`src/rtl/serial_sub32.sv`:
```
// serial_sub32: digit-serial subtractor computing a - b - bin, DIGIT bits per clock.
// Start/done handshake; diff/bout/ovf update only on the completing edge.
module serial_sub32 #(
  parameter int WIDTH = 32,
  parameter int DIGIT = 1   // must divide WIDTH
) (
  input  logic             clk,
  input  logic             rst_n,
  input  logic             start,
  input  logic [WIDTH-1:0] a,
  input  logic [WIDTH-1:0] b,
  input  logic             bin,
  output logic             busy,
  output logic             done,
  output logic [WIDTH-1:0] diff,
  output logic             bout,
  output logic             ovf
);

  localparam int N  = WIDTH / DIGIT;
  localparam int CW = (N > 1) ? $clog2(N) : 1;

  typedef enum logic [1:0] {IDLE, RUN, DONE} state_t;

  state_t           state_q, state_d;
  logic [WIDTH-1:0] a_sh_q, a_sh_d;
  logic [WIDTH-1:0] b_sh_q, b_sh_d;
  logic [WIDTH-1:0] res_q, res_d;
  logic             borrow_q, borrow_d;
  logic [CW-1:0]    cnt_q, cnt_d;
  // Operand MSBs captured at start; the operand registers shift them away.
  logic             a_msb_q, a_msb_d;
  logic             b_msb_q, b_msb_d;
  logic [WIDTH-1:0] diff_q, diff_d;
  logic             bout_q, bout_d;
  logic             ovf_q, ovf_d;

  logic [DIGIT:0]   digit_sum;
  logic [WIDTH-1:0] res_shift;
  logic             last_digit;

  // Per-digit datapath: DIGIT+1 bit difference whose MSB is the outgoing borrow.
  always_comb begin
    digit_sum  = {1'b0, a_sh_q[DIGIT-1:0]} - {1'b0, b_sh_q[DIGIT-1:0]}
                 - (DIGIT+1)'(borrow_q);
    res_shift  = (res_q >> DIGIT) | (WIDTH'(digit_sum[DIGIT-1:0]) << (WIDTH - DIGIT));
    last_digit = (cnt_q == CW'(N - 1));
  end

  // Next-state and datapath control; every register holds unless updated.
  always_comb begin
    state_d  = state_q;
    a_sh_d   = a_sh_q;
    b_sh_d   = b_sh_q;
    res_d    = res_q;
    borrow_d = borrow_q;
    cnt_d    = cnt_q;
    a_msb_d  = a_msb_q;
    b_msb_d  = b_msb_q;
    diff_d   = diff_q;
    bout_d   = bout_q;
    ovf_d    = ovf_q;
    case (state_q)
      IDLE, DONE: begin
        if (start) begin
          a_sh_d   = a;
          b_sh_d   = b;
          borrow_d = bin;
          a_msb_d  = a[WIDTH-1];
          b_msb_d  = b[WIDTH-1];
          cnt_d    = '0;
          state_d  = RUN;
        end else if (state_q == DONE) begin
          state_d = IDLE;
        end
      end
      RUN: begin
        a_sh_d   = a_sh_q >> DIGIT;
        b_sh_d   = b_sh_q >> DIGIT;
        res_d    = res_shift;
        borrow_d = digit_sum[DIGIT];
        cnt_d    = cnt_q + CW'(1);
        if (last_digit) begin
          diff_d  = res_shift;
          bout_d  = digit_sum[DIGIT];
          ovf_d   = (a_msb_q != b_msb_q) && (res_shift[WIDTH-1] != a_msb_q);
          state_d = DONE;
        end
      end
      default: state_d = IDLE;
    endcase
  end

  // State and datapath registers; reset discards any operation in flight.
  always_ff @(posedge clk or negedge rst_n) begin
    if (!rst_n) begin
      state_q  <= IDLE;
      a_sh_q   <= '0;
      b_sh_q   <= '0;
      res_q    <= '0;
      borrow_q <= 1'b0;
      cnt_q    <= '0;
      a_msb_q  <= 1'b0;
      b_msb_q  <= 1'b0;
      diff_q   <= '0;
      bout_q   <= 1'b0;
      ovf_q    <= 1'b0;
    end else begin
      state_q  <= state_d;
      a_sh_q   <= a_sh_d;
      b_sh_q   <= b_sh_d;
      res_q    <= res_d;
      borrow_q <= borrow_d;
      cnt_q    <= cnt_d;
      a_msb_q  <= a_msb_d;
      b_msb_q  <= b_msb_d;
      diff_q   <= diff_d;
      bout_q   <= bout_d;
      ovf_q    <= ovf_d;
    end
  end

  assign busy = (state_q == RUN);
  assign done = (state_q == DONE);
  assign diff = diff_q;
  assign bout = bout_q;
  assign ovf  = ovf_q;

endmodule

```
`config.mk`:
```
export PLATFORM = sky130hd
export DESIGN_NAME = serial_sub32
export DESIGN_NICKNAME = d
export VERILOG_FILES = /design/src/rtl/serial_sub32.sv
export SDC_FILE = /design/constraint.sdc
export NUM_CORES = 1
export LEC_CHECK = 0
export BUFFER_PORTS_ARGS = -buffer_cell sky130_fd_sc_hd__buf_4
export CELL_PAD_IN_SITES_DETAIL_PLACEMENT = 0
export CELL_PAD_IN_SITES_GLOBAL_PLACEMENT = 1
export CORE_AREA = 5 5 144 112
export CTS_BUF_LIST = sky130_fd_sc_hd__clkbuf_2
export DETAILED_ROUTE_END_ITERATION = 8
export DIE_AREA = 0 0 149 117
export PLACE_DENSITY = 0.73
export SLEW_MARGIN = 0
export SYNTH_ARGS = -nofsm -noshare
export SYNTH_HDL_FRONTEND = slang
export SYNTH_SLANG_ARGS = --single-unit
```
`constraint.sdc`:
```
create_clock -name clk -period 1.95 [get_ports clk]
set_clock_uncertainty 0.05 [all_clocks]
set_input_delay 0.39 -clock clk [delete_from_list [all_inputs] [get_ports clk]]
set_output_delay 0.39 -clock clk [all_outputs]
set_load 0.03 [all_outputs]
```
* After elaboration in Yosys (flattened, before gate mapping)
Cells that the tools add are included.
** Storage, ports and cells
- Output and inout port bits :: 36
- Input bits :: 68
- Logic and storage cells :: 43
- Register bits :: 140
** Cells by class
- Muxes and demuxes :: 12
- Equal/unequal tests :: 8
- Reductions and logical operators :: 8
- Bitwise operators :: 1
- $add $sub $neg :: 3
** Operators with widths (number)
- $pmux 32 s2 :: 2
- $mux 32 :: 2
- $or 31x32->32 :: 1
- $pmux 5 s2 :: 1
- $reduce_and 2->1 :: 4
- $mux 2 :: 3
- $add 5x1->5 const B :: 1
- $eq 5x5->1 const B :: 1
- $mux 5 :: 1
- $pmux 2 s2 :: 1
- $ne 3x3->1 const B :: 1
- $eq 2x1->1 const B :: 1
- $eq 2x2->1 const B :: 1
- $logic_not 2->1 :: 1
- $ne 1x1->1 :: 2
- $ne 2x1->1 const B :: 1
- $ne 2x2->1 const B :: 1
- $pmux 1 s2 :: 1
- $reduce_bool 2->1 :: 1
- $reduce_or 2->1 :: 1
- $sub 1x1->2 :: 1
- $sub 2x1->2 :: 1
- $logic_and 1x1->1 :: 1
- $mux 1 :: 1

* Depth between registers and ports, before layout
- Depth after elaboration :: 5
- Gate-level depth with buffers :: 8
- Gate-level depth less buffers :: 6

* Worst setup path before layout
OpenSTA, ideal clock, no wires.
- Path kind :: register to register
- Start point :: register cnt_q[0]
- End point :: register diff_q[10] (netlist: diff[10])
- Arrival :: 1.652 ns
- Required time :: 1.775 ns
- Path buffers :: 2
- Setup time :: 0.125 ns
- Path slack :: 0.123 ns
- Stages on the path, launching flop included :: 8
- Clock period less this slack :: 1.827 ns
- Cell sequence :: dfrtp_1 -> ha_1 -> and3_1 -> ha_1 -> nand3b_1 -> buf_4 -> buf_6 -> mux2_2
** On the way
- Word-level cells in the longest chain between the ends :: 2
** RTL lines
- from (decl) :: RTL line 30 : logic [CW-1:0] cnt_q, cnt_d;
- from (signal assigned) :: RTL line 114 : cnt_q <= cnt_d;
- $eq 5x5->1 :: RTL line 47 : last_digit = (cnt_q == CW'(N - 1));
- $reduce_and 2->1 (no line)
- to (signal assigned) :: RTL line 117 : diff_q <= diff_d;
- to (decl) :: RTL line 34 : logic [WIDTH-1:0] diff_q, diff_d;
No other way between the ends.
A chain may end at the register's enable or synchronous reset.

* Worst setup path after layout
- Start point :: register cnt_q[0]
- End point :: register diff_q[21] (netlist: diff[21])
The elaborated chain is that of the path after synthesis.

==> reports/results.tsv <==
stage	metric	value	unit
cells_and_area	fin_util	54.0	%
cells_and_area	final_net_count	782	
timing	period_share	101	%
timing	rsz0062_at_grt	true	
die	core-area	14700	sq um
critical_path	critPathBufInv	2	
critical_path	startpoint_type	flip-flop	
timing	max_freq	509	MHz
timing	slew_headroom	69.2	%
die	die_x	149	um
synth	async_reset_ff_share	100	%
synth	synth_area	5680	sq um
global_route	grt_usage	16.6	%
critical_path	path_cells	ha_2, and3_4, ha_4, nand3b_1, buf_6, clkbuf_16, mux2_4	
synth	ys_types	27	
synth	synthCells	530	
synth	yosys_warnings	0	
detailed_routing	drc	0	
power_and_ir_drop	leakagePower	4.04	nW
cells_and_area	n_antenna_cell	0	
timing	setup_violations	9	
synth	synth_seq_area_share	61.2	%
placement	portBuffers	103	
power_and_ir_drop	p_total	10.8	mW
die	num_rows	39	
synth	synth_fp_nets	601	
synth	yosysMostFrequentCell	nand2_1	
synth	synth_common_cells	162 x nand2_1, 139 x dfrtp_1, 63 x nand3_1	
critical_path	crit_slowest_cell	dfrtp_1	
detailed_routing	routed-via-count	4594	
power_and_ir_drop	p_sw_share	38.9	%
critical_path	cp_max_fo	5	
synth	yosysTopAreaCellShare	61.2	%
power_and_ir_drop	pwr-share-seq	44.4	%
timing	worst_slack	-0.0153	ns
critical_path	endpoint_kind	flip-flop	
clocking	cts.sinks	139	
power_and_ir_drop	power.clock.fraction	14.3	%
synth	synth-edff-count	0	
job	cap_violations	0	
critical_path	criticalPathCategory	reg -> reg	
critical_path	critPathTopFamily	flip-flops	
clocking	numCtsBuffers	17	
placement	routabilityCongestion	0.742	
clocking	cts-root-buf	clkbuf_2	
placement	hpwlAfterDp	8410	um
cells_and_area	fin_area	7950	sq um
die	io_pins	104	
detailed_routing	wl_per_cell	16.0	um
timing	setup-tns-final	-0.0539	ns
timing	final_max_slew_viol_count	0	
power_and_ir_drop	vdd_drop_max	0.633	mV
synth	yosys.area.top_type	dfrtp_1	
hold_path	hold_path.class	in -> reg	
critical_path	critPathArrivalTime	2.48	ns
clocking	cts.path.max_buffers	2	
detailed_routing	routed_via_density	4.95	
critical_path	cp.required	2.47	ns
cells_and_area	area_growth_syn_to_layout	39.9	%
detailed_routing	postRouteAntennaNets	0	
clocking	clk_latency	0.67	ns
global_route	globalRouteOverflowTotal	0	
critical_path	cpPeakStageDelay	0.45	ns
die	initial_core_util	38.6	%
synth	synth-seq-cells	139	
detailed_routing	routed_wl	14800	um
timing	hold_viol	0	
cells_and_area	drive_above_1_share	28.0	%
synth	syn_area_per_cell	10.7	sq um
timing	tightest_slew	0.461	ns
clocking	cts.clk_slew.worst_paths	0.19	ns
detailed_routing	firstDrtPassIters	5	
status	failed_checks	negative setup slack	
clocking	cts_tree	built	
power_and_ir_drop	powerDensity	1360	nW/um^2
global_route	grt_pass1_wl	22900	um
timing	min_period	1.97	ns
placement	dpl_cell_area	6700	sq um
clocking	htreeDepth	4	
detailed_routing	drt_iter0_markers	235	
power_and_ir_drop	combPwrFrac	41.3	%
power_and_ir_drop	p_int	6.60	mW
global_route	grt_start_max_net_pins	100	
power_and_ir_drop	switchingPower	4.20	mW
global_route	antenna_found_initial	0	
status	status	finished with violations	
die	die_h	117	um
synth	synth_area_leaders	dfrtp_1 61%, nand2_1 11%, a22oi_1 8.2%	
global_route	grt_pass1_vias	4500	
synth	ys.flop_type	dfrtp_1	
die	dieArea	17400	sq um
[layout by cell type, fill, tap and decap left out, types with 2 or more instances in the layout]
| master | synthesis | routed |
|---|---|---|
| nand2_1 | 162 | 162 |
| dlygate4sd3_1 | 0 | 66 |
| clkbuf_16 | 0 | 4 |
| mux2_2 | 32 | 9 |
| mux2_4 | 0 | 23 |
| buf_4 | 3 | 116 |
| inv_1 | 2 | 2 |
| clkinv_1 | 0 | 6 |
| nand3_1 | 63 | 63 |
| nor3b_1 | 2 | 2 |
| bufinv_16 | 0 | 2 |
| clkinv_2 | 0 | 5 |
| a22o_1 | 4 | 4 |
| nor2b_4 | 0 | 2 |
| clkbuf_2 | 0 | 19 |
| a22oi_1 | 62 | 62 |
| buf_12 | 0 | 8 |
| buf_6 | 5 | 5 |
| o21ai_0 | 5 | 5 |
| mux2i_1 | 2 | 2 |
| dfrtp_1 | 139 | 138 |
| buf_8 | 0 | 2 |
[cells by family after synthesis]
| group | synth area share (%) |
|---|---|
| fa+ha+maj | 0.793 |
| buf+inv | 4.10 |
| mux | 6.69 |
| simple gates | 17.6 |
| flops | 61.2 |
| compound gates | 9.64 |
[final cells by class]
cell class	count	area [sq um]
clock buffers	19	95.1
clock inverters	13	108
fillers	1311	6780
inverters	3	23.8
multi-input cells	348	2100
flip-flops and latches	139	3480
well taps	205	256
repair buffers	201	1880
repair inverters	1	8.76
[worst paths after layout]
path	startpoint	end	slack [ns]	cells past startpoint
worst min-delay path	start	a_msb_q$_DFFE_PN0P_	0.11	4
min in group asynchronous	rst_n	state_q[0]$_DFFE_PN0P_	0.20	3
worst max-delay path	cnt_q[0]$_DFFE_PN0P_	diff[21]$_DFFE_PN0P_	-0.02	7
max in group asynchronous	rst_n	b_sh_q[0]$_DFFE_PN0P_	1.36	3
worst max register to register	cnt_q[0]$_DFFE_PN0P_	diff[21]$_DFFE_PN0P_	-0.02	7
worst min register to register	cnt_q[3]$_DFFE_PN0P_	cnt_q[3]$_DFFE_PN0P_	0.46	1
[tightest hold or removal path: stages]
cell,delay (ns)
buf_4,0.12
nor2b_4,0.16
nand2_1,0.09
nand2_1,0.05
[registers in the layout (all words and copies together), names as in the netlist]
signal    flops
bout          1
b_sh_q       32
a_sh_q       32
state_q       2
b_msb_q       1
cnt_q         5
a_msb_q       1
borrow_q      1
res_q        31
ovf           1
diff         32
[metrics by stage]
stage | instances | hold slack (ns) | setup slack (ns)
finish | 929 | 0.111 | -0.0153
global route | 929 | 0.0154 | -0.110
CTS | 915 | 0.00764 | -0.0838
detailed placement | 812 | 0.234 | 0.0320
global placement | 812 | 0.234 | 0.0787
floorplan | 530 | 0.0444 | 0.123
[routing by layer]
layer	wire length, um	part of all wire, %	global-route usage (%)	vias to the layer above
li1	-	-	-	2195
met1	7010	47	23.8	2255
met2	6720	45	24.4	134
met3	964	6.5	5.74	10
met4	134	0.90	4.27	0
met5	0	0	0	-
[what timing repair did]
action	CTS	global route
pin swaps	0	1
hold buffers	67	0
gates cloned	1	7
setup buffers	3	7
hold endpoints to repair	206	0
setup endpoints to repair	5	33
gates resized for setup	11	30
[power groups by stage]
| stage | logic (mW) | registers (mW) | clock network [mW] |
|---|---|---|---|
| global route | 4.97 | 4.96 | 1.73 |
| global placement | 3.92 | 4.79 | 0 |
| floorplan | 2.39 | 5.12 | 0 |
| detailed placement | 4.04 | 4.84 | 0 |
| finish | 4.46 | 4.80 | 1.55 |
| CTS | 4.29 | 4.78 | 1.63 |
(Power assumes the default switching activity.)
